**src/rtl/vfu_inv_sequencer.sv**
```systemverilog
// vfu_inv_sequencer: watches vector-unit AW bursts, issues one data-cache
// line invalidation per line each burst touches, and holds the burst's B
// response until all of that burst's invalidations are acknowledged.
// Optional macro VFU_INV_PERF_EN adds the perf_inv_count / perf_stall_count
// counters and their output ports.
module vfu_inv_sequencer #(
  parameter int LINE_BYTES = 32,
  parameter int FIFO_DEPTH = 4,
  parameter int ADDR_W     = 32
) (
  input  logic              clk,
  input  logic              rst,
  input  logic              m_awvalid,
  output logic              m_awready,
  input  logic [ADDR_W-1:0] m_awaddr,
  input  logic [7:0]        m_awlen,
  input  logic [2:0]        m_awsize,
  output logic              s_awvalid,
  input  logic              s_awready,
  input  logic              s_bvalid,
  output logic              s_bready,
  output logic              m_bvalid,
  input  logic              m_bready,
  output logic              inv_valid,
  output logic [ADDR_W-1:0] inv_addr,
  input  logic              inv_ack
`ifdef VFU_INV_PERF_EN
  ,
  output logic [31:0]       perf_inv_count,
  output logic [31:0]       perf_stall_count
`endif
);

  localparam int OFF_W = $clog2(LINE_BYTES);
  localparam int PTR_W = (FIFO_DEPTH > 1) ? $clog2(FIFO_DEPTH) : 1;
  localparam int CNT_W = $clog2(FIFO_DEPTH + 1);
  localparam int SLOTS = 1 << PTR_W;

  typedef enum logic {IDLE, ISSUE} state_t;

  state_t            state;
  logic [ADDR_W-1:0] cur_line;
  logic [ADDR_W-1:0] end_line;

  logic [ADDR_W-1:0] fifo_addr [SLOTS];
  logic [7:0]        fifo_len  [SLOTS];
  logic [2:0]        fifo_size [SLOTS];
  logic [PTR_W:0]    wr_ptr;
  logic [PTR_W:0]    rd_ptr;

  logic [CNT_W-1:0]  outstanding;
  logic [CNT_W-1:0]  credit;

  logic              full;
  logic              fifo_empty;
  logic              aw_fire;
  logic              b_fire;
  logic              pop;
  logic              credit_inc;
  logic              credit_avail;

  logic [ADDR_W-1:0] head_addr;
  logic [ADDR_W-1:0] burst_bytes;
  logic [ADDR_W-1:0] last_byte;
  logic [ADDR_W-1:0] head_first;
  logic [ADDR_W-1:0] head_last;

  // Handshake gating: full comes from the registered count, so no comb loop
  assign full         = (outstanding == CNT_W'(FIFO_DEPTH));
  assign credit_avail = (credit != '0);
  assign s_awvalid    = m_awvalid & ~full;
  assign m_awready    = s_awready & ~full;
  assign m_bvalid     = s_bvalid & credit_avail;
  assign s_bready     = m_bready & credit_avail;
  assign aw_fire      = s_awvalid & s_awready;
  assign b_fire       = s_bvalid & s_bready;

  assign fifo_empty = (wr_ptr == rd_ptr);
  assign pop        = (state == IDLE) && !fifo_empty;
  assign credit_inc = (state == ISSUE) && inv_ack && (cur_line == end_line);

  // Line range of the burst at the FIFO head
  assign head_addr   = fifo_addr[rd_ptr[PTR_W-1:0]];
  assign burst_bytes = (ADDR_W'(fifo_len[rd_ptr[PTR_W-1:0]]) + ADDR_W'(1))
                       << fifo_size[rd_ptr[PTR_W-1:0]];
  assign last_byte   = head_addr + burst_bytes - ADDR_W'(1);
  assign head_first  = head_addr >> OFF_W;
  assign head_last   = last_byte >> OFF_W;

  // Burst storage; payload needs no reset since the pointers qualify it
  always_ff @(posedge clk) begin
    if (aw_fire) begin
      fifo_addr[wr_ptr[PTR_W-1:0]] <= m_awaddr;
      fifo_len[wr_ptr[PTR_W-1:0]]  <= m_awlen;
      fifo_size[wr_ptr[PTR_W-1:0]] <= m_awsize;
    end
  end

  // FIFO pointers advance on AW capture and on FSM pop
  always_ff @(posedge clk or posedge rst) begin
    if (rst) begin
      wr_ptr <= '0;
      rd_ptr <= '0;
    end else begin
      if (aw_fire) wr_ptr <= wr_ptr + 1'b1;
      if (pop)     rd_ptr <= rd_ptr + 1'b1;
    end
  end

  // Outstanding writes: AW accepted but B not yet delivered
  always_ff @(posedge clk or posedge rst) begin
    if (rst) begin
      outstanding <= '0;
    end else begin
      case ({aw_fire, b_fire})
        2'b10:   outstanding <= outstanding + 1'b1;
        2'b01:   outstanding <= outstanding - 1'b1;
        default: outstanding <= outstanding;
      endcase
    end
  end

  // Credits: bursts fully invalidated whose B has not yet been released
  always_ff @(posedge clk or posedge rst) begin
    if (rst) begin
      credit <= '0;
    end else begin
      case ({credit_inc, b_fire})
        2'b10:   credit <= credit + 1'b1;
        2'b01:   credit <= credit - 1'b1;
        default: credit <= credit;
      endcase
    end
  end

  // Invalidation FSM: pop a burst, walk its lines, hold each until acked
  always_ff @(posedge clk or posedge rst) begin
    if (rst) begin
      state     <= IDLE;
      cur_line  <= '0;
      end_line  <= '0;
      inv_valid <= 1'b0;
      inv_addr  <= '0;
    end else begin
      case (state)
        IDLE: begin
          if (!fifo_empty) begin
            cur_line  <= head_first;
            end_line  <= head_last;
            inv_addr  <= head_first << OFF_W;
            inv_valid <= 1'b1;
            state     <= ISSUE;
          end
        end
        ISSUE: begin
          if (inv_ack) begin
            if (cur_line != end_line) begin
              cur_line <= cur_line + ADDR_W'(1);
              inv_addr <= (cur_line + ADDR_W'(1)) << OFF_W;
            end else begin
              inv_valid <= 1'b0;
              state     <= IDLE;
            end
          end
        end
        default: begin
          inv_valid <= 1'b0;
          state     <= IDLE;
        end
      endcase
    end
  end

`ifdef VFU_INV_PERF_EN
  // Performance counters: accepted invalidations and stalled cycles
  always_ff @(posedge clk or posedge rst) begin
    if (rst) begin
      perf_inv_count   <= '0;
      perf_stall_count <= '0;
    end else begin
      if (inv_valid && inv_ack)
        perf_inv_count <= perf_inv_count + 32'd1;
      if ((inv_valid && !inv_ack) || (s_bvalid && !credit_avail))
        perf_stall_count <= perf_stall_count + 32'd1;
    end
  end
`endif

endmodule
```
**config.mk**
```make
export PLATFORM = sky130hd
export DESIGN_NAME = vfu_inv_sequencer
export DESIGN_NICKNAME = d
export VERILOG_FILES = /design/src/rtl/vfu_inv_sequencer.sv
export SDC_FILE = /design/constraint.sdc
export NUM_CORES = 1
export LEC_CHECK = 0
export ABC_AREA = 0
export BUFFER_PORTS_ARGS = -buffer_cell sky130_fd_sc_hd__buf_4
export CELL_PAD_IN_SITES_DETAIL_PLACEMENT = 0
export CELL_PAD_IN_SITES_GLOBAL_PLACEMENT = 1
export CORE_MARGIN = 10
export CORE_UTILIZATION = 46
export CTS_BUF_LIST = sky130_fd_sc_hd__clkbuf_8
export CTS_CLUSTER_SIZE = 12
export DETAILED_ROUTE_END_ITERATION = 7
export PLACE_DENSITY = 0.86
export SKIP_LAST_GASP = 1
export SYNTH_ARGS = -nofsm -noshare
export SYNTH_HDL_FRONTEND = slang
export SYNTH_SLANG_ARGS = --single-unit
```
**constraint.sdc**
```tcl
create_clock -name clk -period 4.9 [get_ports clk]
set_clock_uncertainty 0.05 [all_clocks]
set_input_delay 0.98 -clock clk [delete_from_list [all_inputs] [get_ports clk]]
set_output_delay 0.98 -clock clk [all_outputs]
set_load 0.05 [all_outputs]
```
==> summary.txt, run 1 <==
GRT
  – Number of global-route vias before repair: 8352
  – GRT Residual Overflow: 0
  – Largest net degree at the start of global routing: between 60 and 70
  – Wire length of the first global-routing pass: roughly 46000 um
  – Initial antenna violation count: 0
  – Overall track demand over capacity in global routing: 16.0%

Power
  – Fraction of power spent switching nets: around a third
  – Cell internal power dissipation: 4180 uW
  – Power Dens Cells: 427 mW/mm^2
  – Worst vdd rail ir drop: 0.243 mV
  – Clk pwr share: 28.1%
  – Sequential fraction of design power: between 40% and 50%
  – Static leakage: 0.00581 uW
  – Power share of the combinational group: 30.9%
  – Overall power consumption: ~6300 uW
  – Net Switching: between 2000 and 2500 uW

Placement
  – Instance count after placement with tap cells included: between 1k and 1.5k
  – Placed wire-length estimate: 20200 um
  – Buffers added on ports: 81
  – Gp weighted congestion: 0.850
  – Cell area after placement: roughly 0.014 sq mm

Synthesis
  – Cell taking the most area after synthesis: sky130_fd_sc_hd__edfxtp_1
  – Number of distinct library cells after synthesis: 63
  – Ys async rst share: between 20% and 30%
  – Flops & latches, synth: 245
  – Primary flip-flop cell chosen by synthesis mapping: sky130_fd_sc_hd__edfxtp_1
  – Cells after Synth: 1062
  – Yosys top cell area share: between 40 and 50%
  – Warning count from the yosys run: 0
  – Post-synthesis average cell area: ~12 sq um
  – Sequential fraction of the synthesis area: 54.4%
  – Netlist area before placement: 0.0128 sq mm
  – Post-synth EDFFs: 172
  – Area contributors post-synth: sky130_fd_sc_hd__edfxtp_1 40%, sky130_fd_sc_hd__dfrtp_1 14%, sky130_fd_sc_hd__mux4_2 6.8%

Floorplanning
  – Number of rows in the core area: 61
  – Floorplan die width: 187 um
  – Area enclosed by the die boundary: 0.0350 sq mm
  – Height of the die: around 190 um
  – Core area: about 0.028 sq mm
  – Starting Density: around 46%
  – Number of top-level design ports: 87

Final layout
  – Utilization after layout: 53.0%
  – Number of nets in the layout: 1256
  – Layout cells sized above 1: between 20 and 25%
  – Layout overhead on the synthesized area: 14.0%
  – Number of standard cells in the layout, taps in and fillers out: 1561
  – Post-route standard cell area excluding fillers: around 0.015 sq mm
  – Ant. Diodes: 0
  – Fill count: 2387

Clock tree
  – Clk_lat worst skew: 0.56 ns
  – CTS tree: done
  – Number of H-tree levels: 2
  – Number of buffers created by CTS: 41
  – CTS Root Cell: sky130_fd_sc_hd__clkbuf_8
  – Clock slew at reported path FFs: about 0.060 ns
  – Clock sinks: 245
  – Worst-case clock buffer depth: 3

Setup path
  – Kind of cell with the highest combined delay on the critical path: simple AND/OR/NAND/NOR gates
  – CP endpoint kind: register
  – Critical path's largest stage delay: about 0.51 ns
  – CP Data Arrival Time: 5.15 ns
  – Crit-path cells: buf_4, mux4_2, and4_1, nand2_1, xor2_1, mux2_2, mux2_2, mux2_2, ha_1, inv_1, ha_1, and4_1, and4_1, a22oi_1, nand3_1, o21ai_2, o221ai_2, or3_1, nand3_1
  – Required time worst endpoint: 5.34 ns
  – Startpoint types: register
  – Sum of buffers and inverters on the critical path: 2
  – Setup Crit Path Kind: reg -> reg
  – Critical-path maximum fanout: 7
  – Highest-delay cell along the critical path: sky130_fd_sc_hd__mux4_2

Detailed routing
  – Number of vias per cell after detailed routing: 5.43
  – DR pass1 iterations: 5
  – DRC errors left: 0
  – Detailed-route wire length per cell: 18.1 um
  – Detailed-route via count: 8483
  – Initial DRC count: slightly below 800
  – Remaining antenna violation count after routing: 0
  – Total Wirelength: 28200 um

STA
  – Slew at the pin with the worst max-slew slack: 1.15 ns
  – Worst hold margin: 0.407 ns
  – Final Hold Violating Endpoints: 0
  – Final period demand of the worst path: 4.72 ns
  – Share of the clock period used by the worst path after layout: between 90% and 100%
  – Max Freq: 212 MHz
  – Setup Viol. Count Final: 0
  – Pins Over Slew Limit: 0
  – Worst slew slack as a fraction of its limit: roughly a quarter

Run
  – Max cap viols: 0

Status
  – Status: completed

Min path
  – Hold WC Path Type: reg -> reg
## cells in the mapped netlist, types with 3 or more instances
master / instances
sky130_fd_sc_hd__nor3_1: 21
sky130_fd_sc_hd__nand3_1: 34
sky130_fd_sc_hd__mux2i_1: 10
sky130_fd_sc_hd__and4_1: 10
sky130_fd_sc_hd__or3_1: 6
sky130_fd_sc_hd__xnor2_1: 28
sky130_fd_sc_hd__o21ai_1: 4
sky130_fd_sc_hd__mux4_2: 39
sky130_fd_sc_hd__inv_1: 79
sky130_fd_sc_hd__mux2_2: 11
sky130_fd_sc_hd__edfxtp_1: 172
sky130_fd_sc_hd__ha_1: 53
sky130_fd_sc_hd__a31oi_1: 6
sky130_fd_sc_hd__buf_1: 9
sky130_fd_sc_hd__a211oi_1: 4
sky130_fd_sc_hd__dfrtp_1: 73
sky130_fd_sc_hd__a41oi_1: 4
sky130_fd_sc_hd__nand2_1: 89
sky130_fd_sc_hd__nand2b_1: 3
sky130_fd_sc_hd__a21o_1: 21
sky130_fd_sc_hd__nor4_1: 8
sky130_fd_sc_hd__xor2_1: 37
sky130_fd_sc_hd__a22oi_1: 11
sky130_fd_sc_hd__nor2b_1: 8
sky130_fd_sc_hd__a21oi_1: 54
sky130_fd_sc_hd__clkbuf_1: 28
sky130_fd_sc_hd__and2_1: 11
sky130_fd_sc_hd__o22ai_1: 13
sky130_fd_sc_hd__buf_4: 32
sky130_fd_sc_hd__mux4_1: 3
sky130_fd_sc_hd__buf_2: 8
sky130_fd_sc_hd__o31ai_1: 8
sky130_fd_sc_hd__o21ai_0: 58
sky130_fd_sc_hd__nor2_1: 35
sky130_fd_sc_hd__o21a_1: 8
sky130_fd_sc_hd__nand4_1: 15
sky130_fd_sc_hd__and3_1: 14
## cell families (layout without fill, tap and decap cells)
| family | Yosys count | after routing | synth area share [%] |
|---|---|---|---|
| muxes | 63 | 63 | 9.20 |
| adders and majority gates | 55 | 55 | 5.47 |
| AOI/OAI and AO/OA | 212 | 212 | 10.3 |
| xor gates and xnor gates | 65 | 65 | 4.43 |
| DFF | 245 | 245 | 54.4 |
| and+or+nand+nor | 264 | 264 | 10.5 |
| other | 1 | 5 | 0.0292 |
| buffers and inverters | 157 | 274 | 5.66 |
## power groups by stage
stage | combinational (uW) | clock (uW) | sequential (uW)
after global routing | 2150 | 1920 | 2580
after global placement | 1890 | 0 | 2590
after floorplan | 1410 | 0 | 2560
final | 1930 | 1760 | 2560
after detailed placement | 1900 | 0 | 2600
after CTS | 1910 | 1810 | 2560
## cell usage in the layout, fill, tap and decap left out, drive strengths merged, types with 8 or more instances in the layout
cell,instances
clkbuf,43
o21ai,63
buf,120
nor2b,8
xor2,37
mux2i,10
nand2,89
inv,92
a21oi,54
a21o,21
nor3,21
and2,11
o31ai,8
xnor2,28
dfrtp,73
clkinv,16
o21a,8
mux4,42
nor2,35
mux2,11
a22oi,11
o22ai,13
nand4,16
edfxtp,172
nor4,10
and3,14
nand3,34
ha,53
and4,10
## routing by layer
| layer | vias to the layer above | global-route usage [%] | wire length [um] |
|---|---|---|---|
| li1 | 4080 | - | - |
| met1 | 4166 | 23.5 | 13900 |
| met2 | 199 | 23.3 | 12300 |
| met3 | 38 | 3.41 | 1590 |
| met4 | 0 | 4.62 | 452 |
| met5 | - | 0 | 0 |
## state kept, by name (all words and copies together) (netlist names)
register	cells
fifo_len	32
credit	3
inv_valid	1
fifo_size	12
cur_line	32
state	1
fifo_addr	128
outstanding	3
rd_ptr	3
wr_ptr	3
end_line	27
## worst register-to-register path, stage by stage (launching register included)
cell                       delay [ns]
sky130_fd_sc_hd__dfrtp_2         0.47
sky130_fd_sc_hd__buf_4           0.15
sky130_fd_sc_hd__mux4_2          0.51
sky130_fd_sc_hd__and4_1          0.24
sky130_fd_sc_hd__nand2_1         0.12
sky130_fd_sc_hd__xor2_1          0.09
sky130_fd_sc_hd__mux2_2          0.28
sky130_fd_sc_hd__mux2_2          0.28
sky130_fd_sc_hd__mux2_2          0.27
sky130_fd_sc_hd__ha_1            0.27
sky130_fd_sc_hd__inv_1           0.04
sky130_fd_sc_hd__ha_1            0.31
sky130_fd_sc_hd__and4_1          0.17
sky130_fd_sc_hd__and4_1          0.21
sky130_fd_sc_hd__a22oi_1         0.14
sky130_fd_sc_hd__nand3_1         0.16
sky130_fd_sc_hd__o21ai_2         0.25
sky130_fd_sc_hd__o221ai_2        0.18
sky130_fd_sc_hd__or3_1           0.40
sky130_fd_sc_hd__nand3_1         0.07
## area by class of cell
type / instances / area (sq um) / area share, %
Sequential cell: 245 / 6990 / 47.8
Inverter: 79 / 297 / 2.02
Clock inverter: 32 / 205 / 1.40
Clock buffer: 43 / 592 / 4.04
Tap cell: 378 / 473 / 3.23
Multi-Input combinational cell: 664 / 5180 / 35.4
Timing Repair Buffer: 120 / 905 / 6.18
## metrics by stage
stage / TNS (ns) / setup WS [ns]
2_1_floorplan: 0 / 0.239
3_3_place_gp: 0 / 0.0628
3_5_place_dp: 0 / 0.0389
4_1_cts: 0 / 0.0239
5_1_grt: -0.0147 / -0.00777
6_report: 0 / 0.184
## worst paths after layout
check                               start              to  slack [ns]  depth (start not counted)
min reg2reg                outstanding[2]  outstanding[2]        0.41                          1
max in group asynchronous             rst    end_line[13]        3.23                          3
max reg2reg                     rd_ptr[0]    end_line[23]        0.18                         19
max                             rd_ptr[0]    end_line[23]        0.18                         19
min                        outstanding[2]  outstanding[2]        0.41                          1
min in group asynchronous             rst    cur_line[19]        0.54                          2
## what timing repair did
action                                  in CTS  in global routing
hold buffers                                 0                  0
setup buffers                                0                  4
endpoints found under the setup margin       0                 15
gates resized for setup                      0                 11
Power figures use the tool's default switching activity.
==> run 2: changes to the inputs <==
--- a/config.mk
+++ b/config.mk
@@ -10,11 +10,11 @@
 export CELL_PAD_IN_SITES_DETAIL_PLACEMENT = 0
 export CELL_PAD_IN_SITES_GLOBAL_PLACEMENT = 1
 export CORE_MARGIN = 10
-export CORE_UTILIZATION = 46
+export CORE_UTILIZATION = 51
 export CTS_BUF_LIST = sky130_fd_sc_hd__clkbuf_8
 export CTS_CLUSTER_SIZE = 12
 export DETAILED_ROUTE_END_ITERATION = 7
-export PLACE_DENSITY = 0.86
+export PLACE_DENSITY = 0.9
 export SKIP_LAST_GASP = 1
 export SYNTH_ARGS = -nofsm -noshare
 export SYNTH_HDL_FRONTEND = slang
==> constraint.sdc (replaced) <==
create_clock -name clk -period 4.6 [get_ports clk]
set_clock_uncertainty 0.05 [all_clocks]
set_input_delay 0.92 -clock clk [delete_from_list [all_inputs] [get_ports clk]]
set_output_delay 0.92 -clock clk [all_outputs]
set_load 0.05 [all_outputs]
==> run 2 against run 1 <==
  * Fmax up 4.2%
  * Design area up 2.8%
  * Via count up 1.6%
  * Die area down 8.8%
  * Total power up 11%
  * Clock-buffer cell count up 3
  * Clock power up 6%
  * Sequential cell count unchanged
  * Wire length up 1.6%
  * Final cell count down 1.2%
  * Largest cell class unchanged
==> summary.txt, run 2 (same netlist as run 1, synthesis figures left out) <==
Final layout
  – Sequential cell area in the final layout: 0.00699 sq mm (unchanged)
  – Multi-input gate area: 0.00538 sq mm (+3.8%)
  – Post-route standard cell area excluding fillers: 0.0151 sq mm (+2.8%)
  – Most common library cell in the layout ignoring fill and taps: sky130_fd_sc_hd__edfxtp_1
  – Layout cells sized above 1: 25.6% (+4.8 points)
  – Number of nets in the layout: 1289 (+2.6%)
  – Number of flip-flops under the largest register name: 128 (unchanged)
  – Fill count: 1966 (-18%)
  – Most frequent cells in the layout: 172 x sky130_fd_sc_hd__edfxtp_1, 146 x sky130_fd_sc_hd__buf_4, 90 x sky130_fd_sc_hd__inv_1, 86 x sky130_fd_sc_hd__nand2_1, 71 x sky130_fd_sc_hd__dfrtp_1
  – Layout overhead on the synthesized area: 17.3%
  – Ant. Diodes: 0 (unchanged)

Min path
  – Startpoint of the most critical hold path: outstanding[2]
  – Hold WC Path Type: reg -> reg

Clock tree
  – CTS tree: done
  – Number of buffers created by CTS: 41 (unchanged)
  – Clock slew at reported path FFs: 0.06 ns (about the same)
  – Worst-case clock buffer depth: 3 (unchanged)
  – Clock sinks: 245 (unchanged)
  – Clk_lat worst skew: 0.57 ns (about the same)
  – CTS Root Cell: sky130_fd_sc_hd__clkbuf_8
  – Number of H-tree levels: 2 (unchanged)

Floorplanning
  – Number of rows in the core area: 58 (-4.9%)
  – Core area: 0.0250 sq mm (-9.6%)
  – Floorplan die width: 179 um (-4.5%)
  – Area enclosed by the die boundary: 0.0319 sq mm (-8.8%)
  – Height of the die: 179 um (-4.5%)
  – Starting Density: 51.4% (+5.0 points)
  – Number of top-level design ports: 87 (unchanged)

Detailed routing
  – DR pass1 iterations: 5 (unchanged)
  – Total Wirelength: 28600 um (+1.6%)
  – Initial DRC count: 670 (-13%)
  – Detailed-route via count: 8621 (+1.6%)
  – Detailed-route wire length per cell: 18.6 um (+2.9%)
  – DRC errors left: 0 (unchanged)
  – Number of vias per cell after detailed routing: 5.59 (+2.9%)
  – Remaining antenna violation count after routing: 0 (unchanged)

Power
  – Power Dens Cells: 460 mW/mm^2 (+7.8%)
  – Power share of the combinational group: 33.9% (+3.0 points)
  – Cell internal power dissipation: 4630 uW (+11%)
  – Net Switching: 2290 uW (+11%)
  – Fraction of power spent switching nets: 33.1% (about the same)
  – Worst vdd rail ir drop: 0.389 mV (+60%)
  – Clk pwr share: 26.8% (-1.3 points)
  – Static leakage: 0.00603 uW (+3.8%)
  – Sequential fraction of design power: 39.3% (-1.6 points)

Setup path
  – CP Data Arrival Time: 4.94 ns (-0.21 ns)
  – Crit-path cells: buf_8, buf_12, mux4_2, nand2_2, nand2_1, a31oi_1, o21ai_2, mux2_4, mux2_4, ha_4, inv_4, ha_4, and4_1, and4_1, a22oi_1, nand3_1, o21ai_2, o221ai_4, o21a_1, o31ai_1
  – Startpoint types: register
  – Launch point of the critical path: rd_ptr[0]
  – Setup Crit Path Kind: reg -> reg
  – Critical path's largest stage delay: 0.58 ns (+0.07 ns)
  – Required time worst endpoint: 5.01 ns (-0.33 ns)
  – Highest-delay cell along the critical path: sky130_fd_sc_hd__mux4_2
  – Worst flop-to-flop path startpoint: rd_ptr[0]
  – Critical-path maximum fanout: 6 (-1)
  – CP endpoint kind: register

STA
  – Slew at the pin with the worst max-slew slack: 0.908 ns (-0.241 ns)
  – Share of the clock period used by the worst path after layout: 98.4% (+2.2 points)
  – Pins Over Slew Limit: 0 (unchanged)
  – Max Freq: 221 MHz (+4.2%)
  – Final Hold Violating Endpoints: 0 (unchanged)
  – Final period demand of the worst path: 4.53 ns (-0.189 ns)
  – Worst slew slack as a fraction of its limit: 39.5% (+16 points)
  – Worst hold margin: 0.408 ns (+0.00156 ns)
  – Setup Viol. Count Final: 0 (unchanged)
  – Setup repair after global routing missed its margin: true

GRT
  – GRT Residual Overflow: 0 (unchanged)
  – Overall track demand over capacity in global routing: 18.0% (+1.9 points)
  – Initial antenna violation count: 0 (unchanged)
  – Number of global-route vias before repair: 8581 (+2.7%)
  – Wire length of the first global-routing pass: 45500 um (-0.32%)
  – Largest net degree at the start of global routing: 65 (unchanged)

Placement
  – Cell area after placement: 0.0139 sq mm (+1.1%)
  – Gp weighted congestion: 0.853 (+0.36%)
  – Placed wire-length estimate: 20600 um (+2.1%)
  – Buffers added on ports: 81 (unchanged)

Run
  – Max cap viols: 0 (unchanged)

Status
  – Status: completed
## run 2: cell types whose count changed in the layout (fill, tap and decap cells not counted), moves of 5 or more
cell and delta:
sky130_fd_sc_hd__ha_4 +5, sky130_fd_sc_hd__o21ai_0 -5, sky130_fd_sc_hd__buf_4 +27, sky130_fd_sc_hd__ha_1 -7, sky130_fd_sc_hd__clkinv_1 -6
## run 2: worst paths after layout
check	end	depth (start not counted)	slack (ns)
setup / recovery	end_line[21]	20	0.07
hold / removal	outstanding[2]	1	0.41
setup reg to reg	end_line[21]	20	0.07
hold reg to reg	outstanding[2]	1	0.41
max in group asynchronous	rd_ptr[1]	3	3.26
min in group asynchronous	cur_line[27]	2	0.45
## run 2: power groups by stage
| stage | sequential (uW) | combinational [uW] | clock (uW) |
|---|---|---|---|
| 5_1_grt | 2750 | 2590 | 2000 |
| 3_5_place_dp | 2770 | 2130 | 0 |
| 3_3_place_gp | 2750 | 2090 | 0 |
| 4_1_cts | 2720 | 2160 | 1900 |
| 6_report | 2720 | 2340 | 1860 |
| 2_1_floorplan | 2730 | 1500 | 0 |
## run 2: stage by stage
stage               util, %  setup TNS [ns]  cells  worst slack (ns)  power (uW)
CTS                    59.2               0   1534            0.0476        6790
global placement       55.8         -0.0166   1461           -0.0166        4840
detailed placement     55.8          -0.280   1461            -0.112        4900
finish                 60.3               0   1542            0.0733        6930
floorplan                 -               0   1066           0.00361        4230
global route           60.3          -0.845   1542            -0.136        7340
## run 2: layout make-up
type	instances	share of cell area, %
Clock inverter	25	1.05
Tap cell	330	2.74
Inverter	79	1.99
Multi-Input combinational cell	664	35.7
Timing Repair Buffer	153	7.88
Sequential cell	245	46.4
Clock buffer	46	4.20
## run 2: repair_timing
item | CTS | global route
resized for setup | 9 | 55
hold buffers | 0 | 0
pin swaps | 3 | 30
setup endpoints to repair | 8 | 22
buffers inserted | 2 | 8
## run 2: critical path: cells and delay by family (launching register included)
kind | cells | cell delay, ns
adders and majority gates | 2 | 0.49
buffers and inverters | 3 | 0.30
and+or+nand+nor | 5 | 0.71
DFF | 1 | 0.47
AOI/OAI and AO/OA | 7 | 1.28
muxes | 3 | 1.13
## run 2: metal layers
| layer | GRT usage, % | vias to the layer above | wire length, um |
|---|---|---|---|
| li1 | - | 4138 | - |
| met1 | 25.5 | 4201 | 13400 |
| met2 | 27.3 | 232 | 12900 |
| met3 | 3.64 | 50 | 1760 |
| met4 | 5.48 | 0 | 589 |
| met5 | 0 | - | 0 |
==> run 3: changes to the inputs <==
==> constraint.sdc (replaced) <==
create_clock -name clk -period 4.5 [get_ports clk]
set_clock_uncertainty 0.05 [all_clocks]
set_input_delay 0.9 -clock clk [delete_from_list [all_inputs] [get_ports clk]]
set_output_delay 0.9 -clock clk [all_outputs]
set_load 0.05 [all_outputs]
==> run 3 against run 2 <==
  * Sequential cell count did not move
  * Core utilization fell by 0.26 points
  * Fmax rose by 3.9%
  * Final cell count fell by 0.45%
  * Die area did not move
  * Combinational power rose by 7%
  * Setup slack improved by 0.072 ns
  * Design area fell by 0.42%
  * Non-clock buffer count fell by 6
  * Global-route usage fell by 0.50 points
==> summary.txt, run 3 (same netlist as run 1, synthesis figures left out) <==
Status
  – Status: completed

Setup path
  – CP Depth: 20 (unchanged)
  – Last element of the critical path: end_line[25]
  – Setup Crit Path Kind: reg -> reg
  – Crit-path cells: buf_6, mux4_2, buf_6, and4_4, nand2_2, xor2_1, mux2_4, mux2i_2, and2_1, a31oi_1, ha_2, inv_1, ha_2, a21oi_1, o21ai_1, a41oi_2, buf_4, a31o_1, a211o_1, nand3_1
  – Worst r2r path cells: 20 (unchanged)
  – Kind of cell with the highest combined delay on the critical path: compound AO/OA/AOI/OAI gates
  – CP endpoint kind: register
  – Critical path's largest stage delay: 0.52 ns (-0.06 ns)
  – Worst flop-to-flop path startpoint: rd_ptr[0]
  – Highest-delay cell along the critical path: sky130_fd_sc_hd__mux4_2
  – CP Data Arrival Time: 4.81 ns (-0.13 ns)
  – Minimum setup slack among reg-to-reg paths: 0.15 ns (+0.07 ns)
  – Startpoint types: register
  – Sum of buffers and inverters on the critical path: 4 (+1)
  – Launch point of the critical path: rd_ptr[0]
  – Required time worst endpoint: 4.95 ns (-0.06 ns)
  – Critical-path maximum fanout: 6 (unchanged)
  – RR Endpoint: end_line[25]

Placement
  – Placement Setup Slack: -0.0380 ns (+0.0736 ns)
  – Buffers added on ports: 81 (unchanged)
  – Placed wire-length estimate: 20100 um (-2.5%)
  – Gp weighted congestion: 0.845 (-0.98%)

STA
  – Final Hold Violating Endpoints: 0 (unchanged)
  – Sum of negative setup slack: 0 ns (unchanged)
  – Pins Over Slew Limit: 0 (unchanged)
  – Share of the clock period used by the worst path after layout: 96.8% (-1.6 points)
  – Final period demand of the worst path: 4.35 ns (-0.172 ns)
  – Worst slew slack as a fraction of its limit: 24.3% (-15 points)
  – Slack of the critical path: 0.145 ns (+0.0719 ns)
  – Slew at the pin with the worst max-slew slack: 1.14 ns (+0.228 ns)
  – Setup Viol. Count Final: 0 (unchanged)
  – Worst hold margin: 0.285 ns (-0.123 ns)
  – Setup repair after global routing missed its margin: true
  – Max Freq: 230 MHz (+3.9%)

Power
  – Worst vdd rail ir drop: 0.365 mV (-6.1%)
  – Static leakage: 0.00597 uW (-0.99%)
  – Power Dens Cells: 468 mW/mm^2 (+1.7%)

Clock tree
  – Clk_lat worst skew: 0.57 ns (about the same)
  – Worst-case clock buffer depth: 3 (unchanged)
  – Number of buffers created by CTS: 40 (-2.4%)
  – Clock slew at reported path FFs: 0.06 ns (about the same)
  – CTS Root Cell: sky130_fd_sc_hd__clkbuf_8
  – Count of hold-fix buffers inserted at cts: 0 (unchanged)
  – Clock sinks: 245 (unchanged)
  – Number of H-tree levels: 2 (unchanged)
  – CTS tree: done

GRT
  – GRT Residual Overflow: 0 (unchanged)
  – Wire length of the first global-routing pass: 44100 um (-3.0%)
  – Initial antenna violation count: 0 (unchanged)
  – Number of global-route vias before repair: 8321 (-3.0%)
  – Overall track demand over capacity in global routing: 17.5% (-0.50 points)
  – Largest net degree at the start of global routing: 55 (-15%)

Final layout
  – Layout cells sized above 1: 26.1% (+0.56 points)
  – Ant. Diodes: 0 (unchanged)
  – Number of flip-flops under the largest register name: 128 (unchanged)
  – Layout overhead on the synthesized area: 16.8%
  – Most frequent cells in the layout: 172 x sky130_fd_sc_hd__edfxtp_1, 139 x sky130_fd_sc_hd__buf_4, 87 x sky130_fd_sc_hd__inv_1, 85 x sky130_fd_sc_hd__nand2_1, 71 x sky130_fd_sc_hd__dfrtp_1
  – Most common library cell in the layout ignoring fill and taps: sky130_fd_sc_hd__edfxtp_1
  – Number of nets in the layout: 1282 (-0.54%)
  – Fill count: 1962 (-0.20%)

Detailed routing
  – DR pass1 iterations: 5 (unchanged)
  – Initial DRC count: 755 (+13%)
  – Detailed-route wire length per cell: 18.4 um (-1.2%)
  – Total Wirelength: 28200 um (-1.6%)
  – DRC errors left: 0 (unchanged)
  – Number of vias per cell after detailed routing: 5.58 (-0.22%)
  – Remaining antenna violation count after routing: 0 (unchanged)
  – Detailed-route via count: 8563 (-0.67%)

Floorplanning
  – Area enclosed by the die boundary: 0.0319 sq mm (unchanged)
  – Core area: 0.0250 sq mm (unchanged)
  – Floorplan die width: 179 um (unchanged)
  – Height of the die: 179 um (unchanged)
  – Number of rows in the core area: 58 (unchanged)
  – Starting Density: 51.4% (unchanged)
  – Number of top-level design ports: 87 (unchanged)

Run
  – Max cap viols: 0 (unchanged)

Min path
  – Hold WC Path Type: in -> async
[run 3: stage by stage]
step / total power [uW] / instances / area (sq um) / util, %
after floorplan: 4340 / 1066 / 12900 / -
after CTS: 6820 / 1531 / 14700 / 58.9
final: 7020 / 1535 / 15000 / 60.1
after global placement: 5020 / 1461 / 14000 / 56.0
after detailed placement: 5070 / 1461 / 14000 / 56.0
after global routing: 7410 / 1535 / 15000 / 60.1
[run 3: where the power goes]
| group | internal (uW) | switching [uW] | total (uW) | leakage (uW) |
|---|---|---|---|---|
| Clock | 859 | 869 | 1730 | 0.000405 |
| Combinational | 1120 | 1380 | 2500 | 0.00315 |
| Sequential | 2670 | 118 | 2790 | 0.00242 |
[run 3: worst min-delay path by stage]
stage	endpoint	slack [ns]	cells past startpoint
final	cur_line[27]	0.28	2
after global routing	cur_line[26]	0.32	2
after CTS	cur_line[27]	0.28	2
after detailed placement	outstanding[2]	0.40	1
after global placement	outstanding[2]	0.40	1
after floorplan	outstanding[2]	0.38	1
[run 3: cell type report]
| type | instances | area (sq um) | area share [%] |
|---|---|---|---|
| Sequential cell | 245 | 6990 | 46.6 |
| Multi-Input combinational cell | 664 | 5430 | 36.2 |
| Timing Repair Buffer | 147 | 1150 | 7.70 |
| Clock buffer | 41 | 564 | 3.76 |
| Tap cell | 330 | 413 | 2.75 |
| Inverter | 79 | 297 | 1.98 |
| Clock inverter | 29 | 144 | 0.960 |
[run 3: metal layers]
layer	wire (um)	vias up	GRT usage (%)
li1	-	4126	-
met1	13300	4139	25.4
met2	12600	241	26.0
met3	1730	57	3.54
met4	605	0	5.10
met5	0	-	0
[run 3: worst reg2reg max path: stages, from the launching register on]
cell and delay (ns):
sky130_fd_sc_hd__dfrtp_2 0.43, sky130_fd_sc_hd__buf_6 0.14, sky130_fd_sc_hd__mux4_2 0.52, sky130_fd_sc_hd__buf_6 0.15
sky130_fd_sc_hd__and4_4 0.21, sky130_fd_sc_hd__nand2_2 0.07, sky130_fd_sc_hd__xor2_1 0.08, sky130_fd_sc_hd__mux2_4 0.28
sky130_fd_sc_hd__mux2i_2 0.18, sky130_fd_sc_hd__and2_1 0.18, sky130_fd_sc_hd__a31oi_1 0.05, sky130_fd_sc_hd__ha_2 0.32
sky130_fd_sc_hd__inv_1 0.04, sky130_fd_sc_hd__ha_2 0.31, sky130_fd_sc_hd__a21oi_1 0.09, sky130_fd_sc_hd__o21ai_1 0.21
sky130_fd_sc_hd__a41oi_2 0.18, sky130_fd_sc_hd__buf_4 0.19, sky130_fd_sc_hd__a31o_1 0.23, sky130_fd_sc_hd__a211o_1 0.31
sky130_fd_sc_hd__nand3_1 0.08
[run 3: repair_timing]
action,in CTS,in global routing
buffers inserted,0,4
setup endpoints to repair,6,24
gates resized for setup,3,73
pin swaps,0,35
